`src/rtl/instr_fetch.sv`:
```
// Instruction fetch stage: owns the PC, fetches over req/ack,
// holds the word for decode and halts on misalign or bus timeout.
module instr_fetch #(
  parameter logic [31:0] RESET_PC = 32'h0000_0000,
  parameter int unsigned TIMEOUT  = 255
) (
  input  logic        clk,
  input  logic        reset,
  output logic        imem_req,
  output logic [31:0] imem_addr,
  input  logic        imem_ack,
  input  logic [31:0] imem_rdata,
  input  logic        advance,
  input  logic        stall,
  input  logic        branch_taken,
  input  logic [31:0] branch_target,
  output logic [31:0] pc,
  output logic [31:0] instr,
  output logic [6:0]  opcode,
  output logic        instr_valid,
  output logic        misalign,
  output logic        bus_err
);

  typedef enum logic [1:0] {
    START,
    FETCH,
    HOLD,
    HALT
  } state_t;

  localparam logic [7:0] TMO = TIMEOUT[7:0];

  state_t      state;
  logic [7:0]  wait_cnt;
  logic [7:0]  wait_nxt;
  logic [31:0] next_pc;
  logic        accept;

  // next-PC selection and wait-count lookahead
  always_comb begin
    wait_nxt = wait_cnt + 8'd1;
    next_pc  = branch_taken ? branch_target : pc + 32'd4;
    accept   = advance & ~stall;
  end

  assign imem_addr = pc;
  assign opcode    = instr_valid ? instr[6:0] : 7'b000_0000;

  // fetch FSM with all outputs registered
  always_ff @(posedge clk or posedge reset) begin
    if (reset) begin
      state       <= START;
      pc          <= RESET_PC;
      instr       <= 32'd0;
      instr_valid <= 1'b0;
      imem_req    <= 1'b0;
      misalign    <= 1'b0;
      bus_err     <= 1'b0;
      wait_cnt    <= 8'd0;
    end else begin
      unique case (state)
        START: begin
          imem_req <= 1'b1;
          wait_cnt <= 8'd0;
          state    <= FETCH;
        end
        FETCH: begin
          if (imem_ack) begin
            instr       <= imem_rdata;
            instr_valid <= 1'b1;
            imem_req    <= 1'b0;
            wait_cnt    <= 8'd0;
            state       <= HOLD;
          end else if (wait_nxt == TMO) begin
            bus_err  <= 1'b1;
            imem_req <= 1'b0;
            state    <= HALT;
          end else begin
            wait_cnt <= wait_nxt;
          end
        end
        HOLD: begin
          if (accept) begin
            instr_valid <= 1'b0;
            if (next_pc[1:0] != 2'b00) begin
              misalign <= 1'b1;
              state    <= HALT;
            end else begin
              pc       <= next_pc;
              imem_req <= 1'b1;
              wait_cnt <= 8'd0;
              state    <= FETCH;
            end
          end
        end
        HALT: begin
          imem_req    <= 1'b0;
          instr_valid <= 1'b0;
        end
        default: state <= HALT;
      endcase
    end
  end

endmodule
```
`config.mk`:
```
export PLATFORM = sky130hd
export DESIGN_NAME = instr_fetch
export DESIGN_NICKNAME = d
export VERILOG_FILES = /design/src/rtl/instr_fetch.sv
export SDC_FILE = /design/constraint.sdc
export NUM_CORES = 1
export LEC_CHECK = 0
export ABC_AREA = 1
export BUFFER_PORTS_ARGS = -buffer_cell sky130_fd_sc_hd__buf_2
export CORE_UTILIZATION = 43
export CTS_BUF_LIST = sky130_fd_sc_hd__clkbuf_8
export DETAILED_ROUTE_END_ITERATION = 7
export PLACE_DENSITY_LB_ADDON = 0.15
export SLEW_MARGIN = 20
export SYNTH_ARGS = -nofsm -noshare
export SYNTH_HDL_FRONTEND = slang
export SYNTH_SLANG_ARGS = --single-unit
```
`constraint.sdc`:
```
create_clock -name clk -period 2.1 [get_ports clk]
set_input_delay 0.21 -clock clk [delete_from_list [all_inputs] [get_ports clk]]
set_output_delay 0.21 -clock clk [all_outputs]
set_load 0.01 [all_outputs]
```
==> results by group <==
Worst setup path
  • Buf+Inv Stages, Crit Path: 2
  • Reg2Reg Setup Slack: 0.24 ns
  • Reg2reg path depth: 10
  • Startpoint Class: flop
  • Crit Path Max Fanout: 8
  • Crit path top cell by count: nand2_1
  • Reg-to-reg endpoint: imem_addr[14]$_DFFE_PP0P_
  • Max stage delay on crit path: 0.49 ns
  • Arr. time, crit path: 2.12 ns
  • Crit. End Element: flop
  • R2r startpoint: imem_addr[2]$_DFFE_PP0P_
  • Slowest CP cell: dfrtp_1
  • Worst path cell trace: ha_1 > nand2_1 > nor2_1 > nand2_1 > inv_2 > nand2_1 > o21ai_1 > nand3_1 > o21ai_0 > inv_1
  • WP data required: 2.36 ns
  • Crit path max-delay family: simple AND/OR/NAND/NOR gates
  • Crit path kind: flop to flop

Synth
  • Avg Synthesized Cell Area: 7.64 sq um
  • Seq/Total Area, Yosys: 40.6%
  • Syn_nets: 707
  • Mapped Cells: 630
  • Top_reg_cell synth: dfrtp_1
  • Cell area after synthesis: 4810 sq um
  • Yosys reg bits: 78
  • Synth unique cells: 38
  • EDFF count, synth: 0
  • Async SR Flop Fraction: 100%
  • Synth Warn #: 0

Floorplanning
  • Core ar.: 10900 sq um
  • Die area: 11600 sq um
  • Initial Util: 44.2%
  • Die Width: 108 microns
  • IO Pins: 177
  • Die height: 108 microns
  • # rows: 38

Placement
  • Post-DP HPWL: 9860 microns
  • Number of I/O port buffers: 176
  • Placed Area: 5610 sq um
  • Final RePlAce weighted congestion: 0.896

Detailed routing
  • Initial drt markers: 209
  • Drt pass-1 iters: 5
  • WL per Instance: 14.0 microns
  • DRT antenna net count: 0
  • Drc violations: 0
  • Vias: 4560
  • Routed WL: 12900 microns
  • Number of vias per cell: 4.95

Min path
  • Min-delay src: imem_rdata[17]
  • Path type of the worst min-delay path: primary input to flop
  • Worst Hold Path EP: instr[17]$_DFFE_PP0P_
  • Hold Path Depth: 2

CTS
  • H-tree depth: 3
  • Root Buffer: clkbuf_8
  • Clock-pin slew on the worst setup and hold paths: 0.09 ns
  • Worst-skew pair later-pin latency: 0.37 ns
  • Clock Path Buffers: 2
  • CTS resizes: 0
  • Clock sink total: 78
  • CTS tree: built
  • Clock buffer count from CTS: 9

Timing
  • Final worst path period need: 1.86 ns
  • Setup TNS: 0 ns
  • Fmax: 537 MHz
  • Final period utilization: 88.6%
  • Worst Skew: 0.00878 ns
  • Worst-Margin Slew: 0.545 ns
  • RSZ-0062 raised after global routing: false
  • Final slew viol count: 0
  • Final setup vio count: 0
  • Final hold viol count: 0
  • Slew headroom: 63.6%

Final layout
  • Design area: 5820 sq um
  • Layout cells sized above 1: 32.9%
  • Area delta synth->final: 20.9%
  • Final #Nets: 854
  • # diodes: 0

GRT
  • Global-route wire length before repair: 20900 microns
  • Vias in the first global route: 4232
  • Largest net degree at the start of global routing: 48
  • Initial antenna violation count: 0
  • Overflow after GRT: 0
  • Global Route Usage Sum: 23.4%

Status
  • Status: complete, no violations

Job
  • Max cap viols: 0

Power
  • Peak supply drop: 0.000824 V
  • Power per cell area: 1100 nW/um^2
  • Leakage: 3.04 nW
[worst max-delay path by stage]
stage,from,to,cells past startpoint
finish,imem_addr[2]$_DFFE_PP0P_,imem_addr[14]$_DFFE_PP0P_,10
global route,imem_addr[2]$_DFFE_PP0P_,imem_addr[22]$_DFFE_PP0P_,9
CTS,imem_addr[2]$_DFFE_PP0P_,imem_addr[22]$_DFFE_PP0P_,9
detailed placement,imem_addr[2]$_DFFE_PP0P_,imem_addr[22]$_DFFE_PP0P_,9
global placement,imem_addr[2]$_DFFE_PP0P_,imem_addr[22]$_DFFE_PP0P_,9
floorplan,imem_addr[2]$_DFFE_PP0P_,imem_addr[22]$_DFFE_PP0P_,9
[stage by stage]
stage          utilization (%)  hold WS [ns]  instances  total power, mW  setup WS, ns
2_1_floorplan                -         0.361        630             4.34         0.467
3_3_place_gp              51.5         0.277        905             5.21         0.372
3_5_place_dp              51.5         0.288        905             5.29         0.291
4_1_cts                   53.4        0.0507        922             6.47         0.261
5_1_grt                   53.4        0.0482        922             6.90        0.0798
6_report                  53.4        0.0630        922             6.42         0.239
[Yosys cell counts, types with 4 or more instances]
| library cell | n | share of area [%] |
|---|---|---|
| inv_2 | 4 | 0.31 |
| o21ai_0 | 17 | 1.8 |
| dfrtp_1 | 78 | 41 |
| buf_4 | 33 | 5.1 |
| nand3b_1 | 5 | 0.78 |
| nand2_1 | 180 | 14 |
| nand4_1 | 11 | 1.4 |
| nand2_2 | 4 | 0.52 |
| buf_2 | 8 | 0.83 |
| nor2_4 | 4 | 0.94 |
| nand3_1 | 39 | 4.1 |
| a21oi_1 | 13 | 1.4 |
| nor2_1 | 84 | 6.6 |
| buf_6 | 4 | 0.94 |
| o21ai_1 | 12 | 1.2 |
| mux2_2 | 32 | 7.5 |
| ha_1 | 7 | 1.8 |
| nor2_2 | 4 | 0.52 |
| inv_1 | 60 | 4.7 |
[power by group]
group	total, mW	leakage, nW	switching [mW]	internal (mW)
logic	2.71	1.98	1.50	1.21
registers	2.54	0.948	0.500	2.04
clock network	1.17	0.105	0.619	0.556
[sequential cells by signal, indices dropped and copies added, names as in the netlist]
name and cells:
bus_err 1, imem_addr 32, imem_req 1, instr 32, instr_valid 1, misalign 1, state 2, wait_cnt 8
[cell usage in the layout, fill, tap and decap left out, types with 3 or more instances in the layout]
cell      count
buf_4         6
o21ai_0      17
inv_1        60
nand3b_1      5
nor2_4        4
buf_2       176
ha_1          7
nor3_2        3
o21ai_1      12
inv_2         4
nand3_1      39
nand2_1     180
dfrtp_1      78
o22ai_1       3
nand4_1      11
nand2_2       4
clkbuf_8      9
nor3_1        3
nor2_1       84
nor2_2        4
mux2_2       32
a21oi_1      13
[area by class of cell]
type,count,area (sq um)
clock buffer,9,124
sequential,78,1950
tap,140,175
timing repair buffer,185,976
inverter,64,244
multi-input combinational,439,2270
fill,1112,5070
clock inverter,7,73.8
[worst reg2reg max path, delay by kind of cell (launching register included)]
family	cells	cell delay (ns)
flops	1	0.49
fa+ha+maj	1	0.28
simple gates	5	0.57
buf+inv	2	0.17
compound gates	2	0.24
[logic make-up (layout without fill, tap and decap cells)]
logic type      count (synthesis)  count (layout)  synth area share [%]
buf+inv                       113             265                  12.2
simple gates                  342             342                  30.8
flops                          78              78                  40.6
fa+ha+maj                       7               7                  1.82
compound gates                 55              55                  6.53
mux                            32              32                  7.49
xor+xnor                        3               3                 0.546
[routing by layer]
metal	up-vias	global-route usage [%]	part of all wire, %
met5	-	0	0
met4	0	7.83	1.2
met3	13	4.90	6.5
met2	160	36.9	46
met1	2115	31.8	47
li1	2272	-	-
[repair_timing]
| action | CTS | global route |
|---|---|---|
| hold buffers | 1 | 0 |
| buffers inserted | 0 | 0 |
| endpoints found under the hold margin | 20 | 0 |
Power figures use the tool's default switching activity.
